[src/rtl/dnn_train_sequencer_pkg.sv]
// Shared types and width helpers for the DNN training sequencer slice.
package dnn_sched_pkg;

  typedef enum logic [1:0] {
    IDLE   = 2'd0,
    RUN    = 2'd1,
    PAUSED = 2'd2,
    DONE   = 2'd3
  } sched_state_t;

  // $clog2 with a floor of one bit so degenerate parameters still give legal vectors
  function automatic int unsigned wbits(input int unsigned n);
    return (n < 2) ? 1 : $clog2(n);
  endfunction

endpackage

[src/rtl/dnn_train_sequencer_if.sv]
// Control/status bundle between the bench-side controller and the training sequencer.
interface dnn_train_sequencer_if
  import dnn_sched_pkg::*;
#(
  parameter int unsigned CPC            = 18,
  parameter int unsigned TRAINING_CASES = 10000,
  parameter int unsigned EPOCHS         = 10,
  parameter int unsigned CHECKLAST      = 1000,
  localparam int unsigned CIW = wbits(CPC),
  localparam int unsigned NSW = wbits(CPC - 2),
  localparam int unsigned TCW = wbits(TRAINING_CASES),
  localparam int unsigned NTW = wbits(TRAINING_CASES * EPOCHS + 1),
  localparam int unsigned RW  = wbits(CHECKLAST + 1)
);
  logic           start;
  logic           halt;
  logic           result_valid;
  logic           result_correct;
  logic [CIW-1:0] cycle_index;
  logic           cycle_clk;
  logic [NSW-1:0] sel_network;
  logic           feed_en;
  logic [TCW-1:0] sel_tc;
  logic [15:0]    epoch;
  logic           epoch_done;
  logic [NTW-1:0] num_train;
  logic [RW-1:0]  recent_correct;
  logic [NTW-1:0] total_correct;
  logic           busy;
  logic           done;

  modport master (
    output start, halt, result_valid, result_correct,
    input  cycle_index, cycle_clk, sel_network, feed_en, sel_tc, epoch, epoch_done,
           num_train, recent_correct, total_correct, busy, done
  );

  modport slave (
    input  start, halt, result_valid, result_correct,
    output cycle_index, cycle_clk, sel_network, feed_en, sel_tc, epoch, epoch_done,
           num_train, recent_correct, total_correct, busy, done
  );
endinterface

[src/rtl/dnn_train_sequencer_acc_window.sv]
// Sliding-window correct counter over the last CHECKLAST comparator verdicts.
module acc_window
  import dnn_sched_pkg::*;
#(
  parameter int unsigned CHECKLAST = 1000,
  localparam int unsigned RW = wbits(CHECKLAST + 1)
) (
  input  logic          clk,
  input  logic          reset_n,
  input  logic          clr,
  input  logic          push,
  input  logic          bit_in,
  output logic [RW-1:0] recent
);
  localparam int unsigned PW = wbits(CHECKLAST);

  logic [CHECKLAST-1:0] win;
  logic [PW-1:0]        ptr;

  always_ff @(posedge clk or negedge reset_n) begin
    if (!reset_n) begin
      win    <= '0;
      ptr    <= '0;
      recent <= '0;
    end else if (clr) begin
      win    <= '0;
      ptr    <= '0;
      recent <= '0;
    end else if (push) begin
      // oldest verdict leaves the window as the new one enters
      recent   <= recent - RW'(win[ptr]) + RW'(bit_in);
      win[ptr] <= bit_in;
      ptr      <= (ptr == PW'(CHECKLAST - 1)) ? '0 : ptr + 1'b1;
    end
  end
endmodule

[src/rtl/dnn_train_sequencer.sv]
// Block-cycle, training-case and epoch sequencing plus accuracy tracking for the DNN datapath.
module dnn_train_sequencer
  import dnn_sched_pkg::*;
#(
  parameter int unsigned CPC            = 18,
  parameter int unsigned TRAINING_CASES = 10000,
  parameter int unsigned EPOCHS         = 10,
  parameter int unsigned CHECKLAST      = 1000
) (
  input logic                  clk,
  input logic                  reset_n,
  dnn_train_sequencer_if.slave bus
);
  localparam int unsigned CIW = wbits(CPC);
  localparam int unsigned NSW = wbits(CPC - 2);
  localparam int unsigned TCW = wbits(TRAINING_CASES);
  localparam int unsigned NTW = wbits(TRAINING_CASES * EPOCHS + 1);
  localparam int unsigned RW  = wbits(CHECKLAST + 1);

  localparam logic [CIW-1:0] LAST_IDX = CIW'(CPC - 1);
  localparam logic [TCW-1:0] LAST_TC  = TCW'(TRAINING_CASES - 1);
  localparam logic [NTW-1:0] LAST_NT  = NTW'(TRAINING_CASES * EPOCHS - 1);

  sched_state_t   state;
  logic [CIW-1:0] idx_q;
  logic [TCW-1:0] tc_q;
  logic [15:0]    epoch_q;
  logic           epoch_done_q;
  logic [NTW-1:0] num_train_q;
  logic [NTW-1:0] total_q;
  logic [RW-1:0]  recent_q;
  logic           busy_q;
  logic           done_q;
  logic [CIW-1:0] idx_minus2;
  logic           clr;
  logic           push;

  assign clr  = bus.start && (state == IDLE || state == DONE);
  assign push = bus.result_valid && (state != IDLE) && !clr;

  always_ff @(posedge clk or negedge reset_n) begin
    if (!reset_n) begin
      state        <= IDLE;
      idx_q        <= '0;
      tc_q         <= '0;
      epoch_q      <= '0;
      epoch_done_q <= 1'b0;
      num_train_q  <= '0;
      busy_q       <= 1'b0;
      done_q       <= 1'b0;
    end else begin
      epoch_done_q <= 1'b0;
      unique case (state)
        IDLE, DONE: begin
          if (bus.start) begin
            state       <= RUN;
            busy_q      <= 1'b1;
            done_q      <= 1'b0;
            idx_q       <= '0;
            tc_q        <= '0;
            epoch_q     <= '0;
            num_train_q <= '0;
          end
        end
        PAUSED: begin
          if (bus.start) begin
            state  <= RUN;
            busy_q <= 1'b1;
          end
        end
        RUN: begin
          if (idx_q == LAST_IDX) begin
            idx_q <= '0;
            if (num_train_q != '1) num_train_q <= num_train_q + 1'b1;
            if (tc_q == LAST_TC) begin
              tc_q         <= '0;
              epoch_done_q <= 1'b1;
              if (epoch_q != '1) epoch_q <= epoch_q + 1'b1;
            end else begin
              tc_q <= tc_q + 1'b1;
            end
            // completion outranks a pending halt on the final boundary
            if (num_train_q == LAST_NT) begin
              state  <= DONE;
              busy_q <= 1'b0;
              done_q <= 1'b1;
            end else if (bus.halt) begin
              state  <= PAUSED;
              busy_q <= 1'b0;
            end
          end else begin
            idx_q <= idx_q + 1'b1;
          end
        end
        default: state <= IDLE;
      endcase
    end
  end

  always_ff @(posedge clk or negedge reset_n) begin
    if (!reset_n)                                           total_q <= '0;
    else if (clr)                                           total_q <= '0;
    else if (push && bus.result_correct && total_q != '1)   total_q <= total_q + 1'b1;
  end

  acc_window #(.CHECKLAST(CHECKLAST)) u_acc (
    .clk    (clk),
    .reset_n(reset_n),
    .clr    (clr),
    .push   (push),
    .bit_in (bus.result_correct),
    .recent (recent_q)
  );

  // feed select is forced to 0 outside RUN so every output reads 0 out of reset
  assign idx_minus2      = idx_q - CIW'(2);
  assign bus.sel_network = busy_q ? idx_minus2[NSW-1:0] : '0;
  assign bus.cycle_clk   = busy_q && (idx_q == LAST_IDX);

  assign bus.cycle_index    = idx_q;
  assign bus.feed_en        = busy_q;
  assign bus.sel_tc         = tc_q;
  assign bus.epoch          = epoch_q;
  assign bus.epoch_done     = epoch_done_q;
  assign bus.num_train      = num_train_q;
  assign bus.recent_correct = recent_q;
  assign bus.total_correct  = total_q;
  assign bus.busy           = busy_q;
  assign bus.done           = done_q;
endmodule
[src/flat_wrapper.sv]
// flat-port wrapper written by rule: the top's interface ports become plain ports
module dnn_train_sequencer_flat import dnn_sched_pkg::*;
#(
  parameter int unsigned CPC            = 18,
  parameter int unsigned TRAINING_CASES = 10000,
  parameter int unsigned EPOCHS         = 10,
  parameter int unsigned CHECKLAST      = 1000
)
  (clk, reset_n, bus_start, bus_halt, bus_result_valid, bus_result_correct, bus_cycle_index, bus_cycle_clk, bus_sel_network, bus_feed_en, bus_sel_tc, bus_epoch, bus_epoch_done, bus_num_train, bus_recent_correct, bus_total_correct, bus_busy, bus_done);
  dnn_train_sequencer_if #(.CPC(CPC), .TRAINING_CASES(TRAINING_CASES), .EPOCHS(EPOCHS), .CHECKLAST(CHECKLAST)) bus_i ();
  input logic clk;
  input logic reset_n;
  input wire logic [$bits(bus_i.start)-1:0] bus_start;
  input wire logic [$bits(bus_i.halt)-1:0] bus_halt;
  input wire logic [$bits(bus_i.result_valid)-1:0] bus_result_valid;
  input wire logic [$bits(bus_i.result_correct)-1:0] bus_result_correct;
  output wire logic [$bits(bus_i.cycle_index)-1:0] bus_cycle_index;
  output wire logic [$bits(bus_i.cycle_clk)-1:0] bus_cycle_clk;
  output wire logic [$bits(bus_i.sel_network)-1:0] bus_sel_network;
  output wire logic [$bits(bus_i.feed_en)-1:0] bus_feed_en;
  output wire logic [$bits(bus_i.sel_tc)-1:0] bus_sel_tc;
  output wire logic [$bits(bus_i.epoch)-1:0] bus_epoch;
  output wire logic [$bits(bus_i.epoch_done)-1:0] bus_epoch_done;
  output wire logic [$bits(bus_i.num_train)-1:0] bus_num_train;
  output wire logic [$bits(bus_i.recent_correct)-1:0] bus_recent_correct;
  output wire logic [$bits(bus_i.total_correct)-1:0] bus_total_correct;
  output wire logic [$bits(bus_i.busy)-1:0] bus_busy;
  output wire logic [$bits(bus_i.done)-1:0] bus_done;
  assign bus_i.start = bus_start;
  assign bus_i.halt = bus_halt;
  assign bus_i.result_valid = bus_result_valid;
  assign bus_i.result_correct = bus_result_correct;
  assign bus_cycle_index = bus_i.cycle_index;
  assign bus_cycle_clk = bus_i.cycle_clk;
  assign bus_sel_network = bus_i.sel_network;
  assign bus_feed_en = bus_i.feed_en;
  assign bus_sel_tc = bus_i.sel_tc;
  assign bus_epoch = bus_i.epoch;
  assign bus_epoch_done = bus_i.epoch_done;
  assign bus_num_train = bus_i.num_train;
  assign bus_recent_correct = bus_i.recent_correct;
  assign bus_total_correct = bus_i.total_correct;
  assign bus_busy = bus_i.busy;
  assign bus_done = bus_i.done;
  dnn_train_sequencer #(.CPC(CPC), .TRAINING_CASES(TRAINING_CASES), .EPOCHS(EPOCHS), .CHECKLAST(CHECKLAST)) u_core (.clk(clk), .reset_n(reset_n), .bus(bus_i));
endmodule
[config.mk]
export PLATFORM = sky130hd
export DESIGN_NAME = dnn_train_sequencer_flat
export DESIGN_NICKNAME = d
export VERILOG_FILES = /design/src/rtl/dnn_train_sequencer_pkg.sv /design/src/rtl/dnn_train_sequencer_if.sv /design/src/rtl/dnn_train_sequencer_acc_window.sv /design/src/rtl/dnn_train_sequencer.sv /design/src/flat_wrapper.sv
export SDC_FILE = /design/constraint.sdc
export NUM_CORES = 2
export LEC_CHECK = 0
export CORE_MARGIN = 4
export CORE_UTILIZATION = 61
export CTS_CLUSTER_DIAMETER = 120
export CTS_CLUSTER_SIZE = 20
export DETAILED_ROUTE_END_ITERATION = 12
export PLACE_DENSITY = 0.81
export SYNTH_ARGS = -nofsm -noshare
export SYNTH_HDL_FRONTEND = slang
export SYNTH_HIERARCHICAL = 1
export SYNTH_SLANG_ARGS = --single-unit
[constraint.sdc]
create_clock -name clk -period 5.03 [get_ports clk]
set_input_delay 1.006 -clock clk [delete_from_list [all_inputs] [get_ports clk]]
set_output_delay 1.006 -clock clk [all_outputs]
set_load 0.05 [all_outputs]
==> metrics <==
Startpoint Class=register; CP cell instances=or4b_4, buf_12, buf_4, o22ai_2, or4_4, o311a_1, a2111oi_2, buf_4, o2111ai_4, ha_4, inv_2, ha_4, fa_2, a21o_1, a21oi_2, o21bai_1, a21oi_2, o21bai_1, a21oi_2, nand4b_1, o221ai_1; WP buf/inv=4; EDFF count, synth=0; dpl hpwl=107500 um; clock root buffer=clkbuf_16; main flop type after synthesis=dfrtp_1; RR Startpoint=u_core/u_acc/ptr[2]$_DFFE_PN0P_; initial core utilization=61.62%; pwr dens=401.8 nW/um^2; Synth Net Count=6131; clk sink count=1094; register area share after synthesis=47.53%; first-pass GRT wire length=280200 um; wire per inst=25.45 um; Final min period=5081 ps; PortBufs=93; Die Wd=315.3 um; CP delay by family, top=compound AO/OA/AOI/OAI gates; Pwr Total=0.02525 W; IO Pins=94; commonest cells after routing, fill and taps aside=o21ai_0 (1994), dfrtp_1 (1088), nor2b_1 (1005), mux2i_1 (329), buf_4 (261); Core ar.=93470 um^2; dpl ws=-291.7 ps; Area Overhead vs Synth=9.129%; Yosys reg bits=1094; most used cell, CP=a21oi_2; Tot GR Track Use=36.21%; fin nets=5993; Fillers=7114; worst r2r path cells=21; largest net degree at the start of global routing=227; DRT antenna net count=0; Max stage delay on crit path=470 ps; failing checks=setup timing; clock share of power=20.0%; net switching power=0.01041 W; Synth Warn #=6; initial antenna violation count=1; Post-Syn Instances=6098; Synth cell types=87; worst slew pin tran=1249 ps; final WL=183700 um; Slew Viols, Final=0; logic gate share of total power=42.5%; Worst Path Max Fanout=14; DRT Pass-1 Iters=8; max cap viols=0; CP Class=reg -> reg; final hold slack=373.4 ps; clock latency on the worst-skew pair=730 ps; Synth async-reset ratio=100.0%; Pleak=28.08 nW; via count=48991; synthesized cell area=57590 um^2; grt ovf=0; sequential power share=37.5%; Tcrit/Tclk final=101.0%; CTS tree=yes; FP Rows=112; Crit. End Element=register; R2R Setup Slk=-50 ps; Placer Congestion=0.9035; CP max-delay cell=dfrtp_2; Crit Reg-Reg Endpoint=u_core/u_acc/recent[8]$_DFFE_PN0P_; internal power=0.01484 W; Arr. time, crit path=5700 ps; Avg Inst Size Synth=9.445 um^2; vias in the first global route=46535; DRC errors left=0; clock skew after layout=46.06 ps; final setup vio count=1; Hold Fails Final Rpt=0; Num CTS Buffers=60; Highest Clock Rate=0.1968 GHz; sequential cell area=27390 um^2; CTS clk-pin slew, worst paths=90 ps; Req. time, crit path=5650 ps; Antenna Cells=0; Die Y=315.3 um; RSZ-0062 raised after global routing=yes; Switching Share=41.22%; H-tree depth=2; vias per cell=6.787; share of cells above drive strength 1=10.16%; Final Util=67.24%; clk buf depth=3; 1st-iter DRT viols=7682; most common cell after layout, fill and taps aside=o21ai_0; Die Area=99400 um^2; PnR worst setup slack=-51.28 ps; Worst VDD drop=0.6208 mV; Hold Crit Class=in -> async; Multi-input gate area=27700 um^2; normalized max-slew margin=16.76%; status=complete, but fails checks
[sequential cells by signal, indices dropped and copies added, names as in the netlist, 5 cells and up]
name	flops
u_core/bus.cycle_index	5
u_core/u_acc/ptr	10
u_core/bus.total_correct	17
u_core/bus.sel_tc	14
u_core/u_acc/win	1000
u_core/bus.epoch	16
u_core/bus.num_train	17
u_core/u_acc/recent	10
[logic make-up after synthesis]
group           Yosys count  synth area share, %
fa+ha+maj                27               0.5996
simple gates           1526                15.55
mux                     439                9.628
flops                  1094                47.53
buf+inv                 663                5.040
compound gates         2303                20.95
xor+xnor                 46               0.6995
[through the flow]
stage,instances,cell area (um^2),TNS [ps]
floorplan,6098,57590,0
global placement,7118,60540,-358.6
detailed placement,7118,60540,-900.1
CTS,7188,62290,0
global route,7218,62850,-351.2
finish,7218,62850,-51.28
[timing repair]
item	4_1_cts	5_1_grt
pin swaps	6	25
hold buffers	0	0
cloned	3	3
endpoints found under the setup margin	5	6
setup buffers	2	29
gates resized for setup	20	49
[synth_stat cells, drive strengths merged (7+ instances only)]
master,count,area share (%)
o21ai,2038,18
dfrtp,1094,48
nor2b,1005,11
clkbuf,543,3.5
mux2i,338,5.9
nand2,183,1.2
o22ai,150,1.6
buf,91,1.3
nor2,90,0.59
mux4,89,3.5
nand3,55,0.48
nor4,40,0.46
nor3,30,0.26
inv,28,0.18
ha,26,0.56
a21oi,23,0.23
xnor2,23,0.35
xor2,23,0.35
nand4,20,0.24
a22oi,16,0.21
and3,14,0.15
mux2,12,0.23
o211ai,12,0.17
or4,12,0.16
nor3b,10,0.14
nand2b,9,0.098
nand4b,9,0.15
or3,9,0.098
a221oi,7,0.12
and2,7,0.076
[how the worst max path moves through the flow]
stage / from / end / slack, ps / cells after the start
finish: u_core/u_acc/ptr[2]$_DFFE_PN0P_ / u_core/u_acc/recent[8]$_DFFE_PN0P_ / -50 / 21
global route: u_core/u_acc/ptr[0]$_DFFE_PN0P_ / u_core/u_acc/recent[8]$_DFFE_PN0P_ / -220 / 23
floorplan: u_core/u_acc/ptr[0]$_DFFE_PN0P_ / u_core/u_acc/recent[8]$_DFFE_PN0P_ / 580 / 25
CTS: u_core/u_acc/ptr[0]$_DFFE_PN0P_ / u_core/u_acc/recent[8]$_DFFE_PN0P_ / 10 / 22
global placement: u_core/u_acc/ptr[0]$_DFFE_PN0P_ / u_core/u_acc/recent[8]$_DFFE_PN0P_ / -190 / 25
detailed placement: u_core/u_acc/ptr[0]$_DFFE_PN0P_ / u_core/u_acc/recent[8]$_DFFE_PN0P_ / -290 / 23
[power groups by stage]
stage	clock, W	sequential (W)	combinational (W)
after global placement	0	0.00962	0.00956
final	0.00505	0.00948	0.0107
after CTS	0.00509	0.00947	0.00993
after floorplan	0	0.00995	0.00572
after global routing	0.00542	0.00952	0.0111
after detailed placement	0	0.00963	0.00971
[cell type report]
cell class / instances / area share (%)
multi-input cells: 4341 / 44.07
flip-flops and latches: 1094 / 43.58
repair buffers: 434 / 7.209
well taps: 1254 / 2.496
clock buffers: 63 / 2.407
inverters: 29 / 0.1851
clock inverters: 3 / 0.05375
[metal layers]
metal	vias up	track usage [%]	wire length (um)
met1	23992	49.01	68500
met4	2	19.08	11760
met2	3152	54.08	81430
met5	-	0	13
met3	770	9.308	21980
li1	21075	-	-
No activity file was read; power rests on OpenSTA's default activity.
